<file path="src/rtl/fetch_stage_if.sv">
// Fetch stage boundary: redirect/hazard controls, instruction RAM
// bus, IF/ID register outputs, fault report and perf counters.
interface fetch_stage_if #(
   parameter int ADDR_WIDTH = 32
);
   logic                  stall;
   logic                  flush;
   logic                  branch_taken;
   logic [ADDR_WIDTH-1:0] branch_target;
   logic [ADDR_WIDTH-1:0] pc;
   logic [31:0]           instruction_in;
   logic                  if_id_valid;
   logic [ADDR_WIDTH-1:0] if_id_pc;
   logic [ADDR_WIDTH-1:0] if_id_pc_plus4;
   logic [31:0]           if_id_instruction;
   logic                  misaligned_exception;
   logic [ADDR_WIDTH-1:0] fault_addr;
   logic [31:0]           perf_fetched;
   logic [31:0]           perf_bubbles;

   modport master (
      input  stall,
      input  flush,
      input  branch_taken,
      input  branch_target,
      input  instruction_in,
      output pc,
      output if_id_valid,
      output if_id_pc,
      output if_id_pc_plus4,
      output if_id_instruction,
      output misaligned_exception,
      output fault_addr,
      output perf_fetched,
      output perf_bubbles
   );

   modport slave (
      output stall,
      output flush,
      output branch_taken,
      output branch_target,
      output instruction_in,
      input  pc,
      input  if_id_valid,
      input  if_id_pc,
      input  if_id_pc_plus4,
      input  if_id_instruction,
      input  misaligned_exception,
      input  fault_addr,
      input  perf_fetched,
      input  perf_bubbles
   );
endinterface

</file>
<file path="src/rtl/fetch_stage.sv">
// Instruction fetch: PC owner, IF/ID register, misaligned-target fault.
// Optional perf counters enabled by defining FETCH_PERF_COUNTERS_EN.
module fetch_stage #(
   parameter int                    ADDR_WIDTH = 32,
   parameter logic [ADDR_WIDTH-1:0] RESET_PC   = '0,
   parameter logic [31:0]           NOP_INSTR  = 32'h0000_0013
) (
   input logic          clk,
   input logic          rst_n,
   fetch_stage_if.master bus
);

   typedef enum logic [1:0] {
      BOOT,
      RUN,
      FAULT
   } state_t;

   typedef struct packed {
      logic                  valid;
      logic [ADDR_WIDTH-1:0] pc;
      logic [ADDR_WIDTH-1:0] pc_plus4;
      logic [31:0]           instr;
   } if_id_t;

   state_t                state_q, state_d;
   logic [ADDR_WIDTH-1:0] pc_q, pc_d;
   logic [ADDR_WIDTH-1:0] pc_inc;
   logic [ADDR_WIDTH-1:0] fault_q, fault_d;
   if_id_t                ifid_q, ifid_d;
   logic                  load_valid;
   logic                  load_bubble;
   logic                  tgt_misaligned;

   assign pc_inc         = pc_q + ADDR_WIDTH'(4);
   assign tgt_misaligned = (bus.branch_target[1:0] != 2'b00);

   // State, PC, fault address and IF/ID register update
   always_ff @(posedge clk) begin
      if (!rst_n) begin
         state_q         <= BOOT;
         pc_q            <= RESET_PC;
         fault_q         <= '0;
         ifid_q.valid    <= 1'b0;
         ifid_q.pc       <= '0;
         ifid_q.pc_plus4 <= '0;
         ifid_q.instr    <= NOP_INSTR;
      end else begin
         state_q <= state_d;
         pc_q    <= pc_d;
         fault_q <= fault_d;
         ifid_q  <= ifid_d;
      end
   end

   // Next state, next PC and IF/ID load selection
   always_comb begin
      state_d     = state_q;
      pc_d        = pc_q;
      fault_d     = fault_q;
      load_valid  = 1'b0;
      load_bubble = 1'b0;
      unique case (state_q)
         BOOT: begin
            load_bubble = 1'b1;
            state_d     = RUN;
         end
         RUN: begin
            if (bus.branch_taken && tgt_misaligned) begin
               state_d     = FAULT;
               fault_d     = bus.branch_target;
               load_bubble = 1'b1;
            end else if (bus.branch_taken) begin
               pc_d        = bus.branch_target;
               load_bubble = 1'b1;
            end else if (bus.stall) begin
               load_bubble = bus.flush;
            end else if (bus.flush) begin
               pc_d        = pc_inc;
               load_bubble = 1'b1;
            end else begin
               pc_d       = pc_inc;
               load_valid = 1'b1;
            end
         end
         FAULT: begin
            load_bubble = 1'b1;
            if (bus.branch_taken) begin
               if (tgt_misaligned) begin
                  fault_d = bus.branch_target;
               end else begin
                  pc_d    = bus.branch_target;
                  state_d = RUN;
               end
            end
         end
         default: begin
            state_d     = BOOT;
            load_bubble = 1'b1;
         end
      endcase

      ifid_d = ifid_q;
      if (load_bubble) begin
         ifid_d.valid = 1'b0;
         ifid_d.instr = NOP_INSTR;
      end else if (load_valid) begin
         ifid_d.valid    = 1'b1;
         ifid_d.pc       = pc_q;
         ifid_d.pc_plus4 = pc_inc;
         ifid_d.instr    = bus.instruction_in;
      end
   end

`ifdef FETCH_PERF_COUNTERS_EN
   logic [31:0] fetched_q;
   logic [31:0] bubbles_q;

   // Count valid loads and bubble loads into IF/ID
   always_ff @(posedge clk) begin
      if (!rst_n) begin
         fetched_q <= '0;
         bubbles_q <= '0;
      end else begin
         fetched_q <= fetched_q + {31'd0, load_valid};
         bubbles_q <= bubbles_q + {31'd0, load_bubble};
      end
   end

   assign bus.perf_fetched = fetched_q;
   assign bus.perf_bubbles = bubbles_q;
`else
   assign bus.perf_fetched = '0;
   assign bus.perf_bubbles = '0;
`endif

   assign bus.pc                   = pc_q;
   assign bus.if_id_valid          = ifid_q.valid;
   assign bus.if_id_pc             = ifid_q.pc;
   assign bus.if_id_pc_plus4       = ifid_q.pc_plus4;
   assign bus.if_id_instruction    = ifid_q.instr;
   assign bus.misaligned_exception = (state_q == FAULT);
   assign bus.fault_addr           = fault_q;

endmodule

</file>
<file path="src/flat_wrapper.sv">
// flat-port wrapper written by rule: the top's interface ports become plain ports
module fetch_stage_flat 
#(
   parameter int                    ADDR_WIDTH = 32,
   parameter logic [ADDR_WIDTH-1:0] RESET_PC   = '0,
   parameter logic [31:0]           NOP_INSTR  = 32'h0000_0013
)
  (clk, rst_n, bus_stall, bus_flush, bus_branch_taken, bus_branch_target, bus_instruction_in, bus_pc, bus_if_id_valid, bus_if_id_pc, bus_if_id_pc_plus4, bus_if_id_instruction, bus_misaligned_exception, bus_fault_addr, bus_perf_fetched, bus_perf_bubbles);
  fetch_stage_if #(.ADDR_WIDTH(ADDR_WIDTH)) bus_i ();
  input logic clk;
  input logic rst_n;
  input wire logic [$bits(bus_i.stall)-1:0] bus_stall;
  input wire logic [$bits(bus_i.flush)-1:0] bus_flush;
  input wire logic [$bits(bus_i.branch_taken)-1:0] bus_branch_taken;
  input wire logic [$bits(bus_i.branch_target)-1:0] bus_branch_target;
  input wire logic [$bits(bus_i.instruction_in)-1:0] bus_instruction_in;
  output wire logic [$bits(bus_i.pc)-1:0] bus_pc;
  output wire logic [$bits(bus_i.if_id_valid)-1:0] bus_if_id_valid;
  output wire logic [$bits(bus_i.if_id_pc)-1:0] bus_if_id_pc;
  output wire logic [$bits(bus_i.if_id_pc_plus4)-1:0] bus_if_id_pc_plus4;
  output wire logic [$bits(bus_i.if_id_instruction)-1:0] bus_if_id_instruction;
  output wire logic [$bits(bus_i.misaligned_exception)-1:0] bus_misaligned_exception;
  output wire logic [$bits(bus_i.fault_addr)-1:0] bus_fault_addr;
  output wire logic [$bits(bus_i.perf_fetched)-1:0] bus_perf_fetched;
  output wire logic [$bits(bus_i.perf_bubbles)-1:0] bus_perf_bubbles;
  assign bus_i.stall = bus_stall;
  assign bus_i.flush = bus_flush;
  assign bus_i.branch_taken = bus_branch_taken;
  assign bus_i.branch_target = bus_branch_target;
  assign bus_i.instruction_in = bus_instruction_in;
  assign bus_pc = bus_i.pc;
  assign bus_if_id_valid = bus_i.if_id_valid;
  assign bus_if_id_pc = bus_i.if_id_pc;
  assign bus_if_id_pc_plus4 = bus_i.if_id_pc_plus4;
  assign bus_if_id_instruction = bus_i.if_id_instruction;
  assign bus_misaligned_exception = bus_i.misaligned_exception;
  assign bus_fault_addr = bus_i.fault_addr;
  assign bus_perf_fetched = bus_i.perf_fetched;
  assign bus_perf_bubbles = bus_i.perf_bubbles;
  fetch_stage #(.ADDR_WIDTH(ADDR_WIDTH), .RESET_PC(RESET_PC), .NOP_INSTR(NOP_INSTR)) u_core (.clk(clk), .rst_n(rst_n), .bus(bus_i));
endmodule
</file>
<file path="config.mk">
export PLATFORM = sky130hd
export DESIGN_NAME = fetch_stage_flat
export DESIGN_NICKNAME = d
export VERILOG_FILES = /design/src/rtl/fetch_stage_if.sv /design/src/rtl/fetch_stage.sv /design/src/flat_wrapper.sv
export SDC_FILE = /design/constraint.sdc
export NUM_CORES = 1
export LEC_CHECK = 0
export ABC_AREA = 0
export BUFFER_PORTS_ARGS = -buffer_cell sky130_fd_sc_hd__clkbuf_2
export CAP_MARGIN = 0
export CORE_MARGIN = 2
export CORE_UTILIZATION = 33
export CTS_BUF_LIST = sky130_fd_sc_hd__clkbuf_4 sky130_fd_sc_hd__clkbuf_8
export CTS_CLUSTER_SIZE = 40
export DETAILED_ROUTE_END_ITERATION = 7
export PLACE_DENSITY = 0.69
export SLEW_MARGIN = 40
export SYNTH_ARGS = -nofsm -noshare
export SYNTH_HDL_FRONTEND = slang
export SYNTH_SLANG_ARGS = --single-unit
export TNS_END_PERCENT = 100
</file>
<file path="constraint.sdc">
create_clock -name clk -period 4.4 [get_ports clk]
set_clock_uncertainty 0.05 [all_clocks]
set_input_delay 0.44 -clock clk [delete_from_list [all_inputs] [get_ports clk]]
set_output_delay 0.44 -clock clk [all_outputs]
set_load 0.05 [all_outputs]
</file>
==> impl_metrics.json <==
{
  "status": "completed",
  "p_per_area_nw_per_um2": 370,
  "syn-instance-count": 872,
  "cts_resized": 0,
  "rsz0062_at_grt": "false",
  "ctsHoldBuffers": 0,
  "cts.sinks": 161,
  "power.switching_w": 0.00109,
  "port_buffers": 230,
  "synthXorXnorAreaFrac_pct": 3.18,
  "synth.distinct_cells": 51,
  "cts_tree": "yes",
  "synth.mux.area_fraction_pct": 4.48,
  "wl_met2_mm": 10.2,
  "area_delta_synth_final_pct": 19.7,
  "grt_max_degree": 88,
  "peakVddDrop_mv": 0.175,
  "drt_iter0_drc": 585,
  "period_needed_ps": 2530,
  "synthTopCellsByArea": "dfxtp_1 45%, nand2_1 7.9%, buf_4 7.4%",
  "critPathCaptureType": "flip-flop",
  "insertion_delay_ps": 460,
  "dp_hpwl_mm": 15.3,
  "die_y_um": 151,
  "seq_power_share_pct": 48.4,
  "syn_area_per_cell_um2": 8.21,
  "yosys_warnings": 0,
  "coreArea_um2": 21200,
  "final_cells": 1341,
  "p_int_w": 0.00208,
  "cp_num_buf_inv": 0,
  "hold_path.class": "input pin to flip-flop",
  "die_w_um": 151,
  "slowest_delay_ps": 570,
  "synth.largest_area_cell": "dfxtp_1",
  "place_inst": 1308,
  "via_per_inst": 4.88,
  "cts_max_path_buffers": 2,
  "ys.flop_type": "dfxtp_1",
  "final_hold_viol_count": 0,
  "cap_violations": 0,
  "synthSimpleGateAreaFrac_pct": 20.1,
  "critPathMaxFanout": 13,
  "drt-pass1-iter-count": 5,
  "ys_seq_elements": 161,
  "tightest_slew_ps": 724,
  "antenna_left": 0,
  "required_ps": 4760,
  "combinationalPowerShare_pct": 16.3,
  "p_leak_nw": 3.62,
  "antenna_found_initial": 1,
  "place_congestion": 0.804,
  "drt_wl_total_mm": 21.7,
  "synth_top_family_by_area": "simple AND/OR/NAND/NOR gates",
  "swShare_pct": 34.5,
  "cts_made_buffers": 17,
  "synthAdderAreaFrac_pct": 0.175,
  "start_util_pct": 33.8,
  "max_freq_ghz": 0.395,
  "drc": 0,
  "met3_length_mm": 1.67,
  "met1_length_mm": 9.60,
  "vias": 6550,
  "synth_compound_area_share_pct": 15.2,
  "cts.htree.levels": 4,
  "path_delay_family": "simple AND/OR/NAND/NOR gates",
  "top_level_ports": 295,
  "layout_common_cells": "230 x clkbuf_2, 161 x dfxtp_1, 150 x nand2_1",
  "avgRoutedWirePerCell_um": 16.2,
  "rows": 53,
  "setup_viol": 0,
  "cts_setup_buffers": 0,
  "slew_violations": 0,
  "synthArstFlopShare_pct": 0,
  "drive_gt1_share_pct": 26.6,
  "dr.max_layer_used": "met4",
  "n_fill_cell": 2198,
  "fin_nets": 1122,
  "clkTransAtPathRegs_ps": 100,
  "grt.total_usage_pct": 18.6,
  "synth_area_um2": 7160,
  "cp-start-kind": "flip-flop",
  "root_buffer": "clkbuf_8",
  "gr-total-overflow": 0,
  "seq_area_frac_synth_pct": 45.0,
  "critPathKind": "flip-flop to flip-flop",
  "synth.top_cell.area_share_pct": 45.0,
  "layout_commonest_cell": "clkbuf_2",
  "critPathSlowestCell": "dfxtp_1",
  "arrival_ps": 2890,
  "grt_pass1_wl_mm": 32.9,
  "fp.dieArea_um2": 22900,
  "grt_pass1_vias": 5896,
  "slew_headroom_pct": 51.7,
  "synth_edf_count": 0,
  "finalSetupTns_ps": 0,
  "crit_chain": "and3_1 -> nand4_4 -> or3_1 -> or4_1 -> nand4_1",
  "p_clk_share_pct": 35.3,
  "min_period_over_period_pct": 57.5
}
==> cell type report <==
| type | instances | area [µm²] | share of cell area, % |
|---|---|---|---|
| multi-input cells | 628 | 3360 | 39.2 |
| flip-flops and latches | 161 | 3220 | 37.6 |
| repair buffers | 238 | 1210 | 14.2 |
| well taps | 275 | 344 | 4.02 |
| clock buffers | 17 | 234 | 2.73 |
| clock inverters | 15 | 164 | 1.91 |
| inverters | 6 | 23.8 | 0.278 |
| diodes | 1 | 2.50 | 0.0292 |
==> final timing paths <==
check	from	to	slack (ps)	cells after the start
setup / recovery	u_core.bus.pc[17]	u_core.bus.pc[25]	1870	5
hold / removal	bus_instruction_in[10]	u_core.bus.if_id_instruction[10]	150	3
setup reg to reg	u_core.bus.pc[17]	u_core.bus.pc[25]	1870	5
hold reg to reg	u_core.bus.if_id_pc[21]	u_core.bus.if_id_pc[21]	410	2
==> through the flow <==
step / total power [W] / worst slack, ps / area [µm²] / util [%] / hold slack [ps]
after floorplan: 0.00200 / 1950 / 7390 / - / 391
after global placement: 0.00208 / 1730 / 8150 / 38.5 / 384
after detailed placement: 0.00209 / 1740 / 8160 / 38.6 / 397
after CTS: 0.00321 / 1900 / 8560 / 40.5 / 107
after global routing: 0.00331 / 1730 / 8560 / 40.5 / 120
final: 0.00317 / 1870 / 8570 / 40.5 / 146
==> sequential cells by signal, indices dropped and copies added (netlist names) <==
register                      cells
u_core.bus.if_id_valid            1
u_core.bus.if_id_pc_plus4        32
u_core.bus.if_id_pc              30
u_core.state_q                    2
u_core.bus.pc                    32
u_core.bus.if_id_instruction     32
u_core.bus.fault_addr            32
==> cells in the mapped netlist (all sizes together) (12+ instances only) <==
library cell / count
mux2i: 32
dfxtp: 161
nand4: 13
clkbuf: 49
nand2: 152
xnor2: 14
a21oi: 100
xor2: 12
buf: 91
nor3: 17
nor2: 68
nand3: 25
o21ai: 38
==> cell families after synthesis <==
group           Yosys count
compound gates          189
xor+xnor                 26
fa+ha+maj                 1
buf+inv                 146
flops                   161
mux                      32
other cells               1
simple gates            316
==> power by group through the flow <==
stage          logic (W)  clock network (W)  registers [W]
5_1_grt         0.000551            0.00121        0.00154
2_1_floorplan   0.000315                  0        0.00169
3_3_place_gp    0.000512                  0        0.00157
3_5_place_dp    0.000518                  0        0.00157
6_report        0.000516            0.00112        0.00154
4_1_cts         0.000519            0.00115        0.00154
==> routing by layer <==
layer	vias up	track usage (%)
li1	3222	-
met1	3060	24.7
met2	246	29.4
met3	22	5.63
met4	0	5.05
met5	-	0
==> worst min-delay path, cell delays in order <==
cell and delay, ps:
clkbuf_2 80, mux2i_1 50, nor2_1 70
No activity file was read; power rests on OpenSTA's default activity.
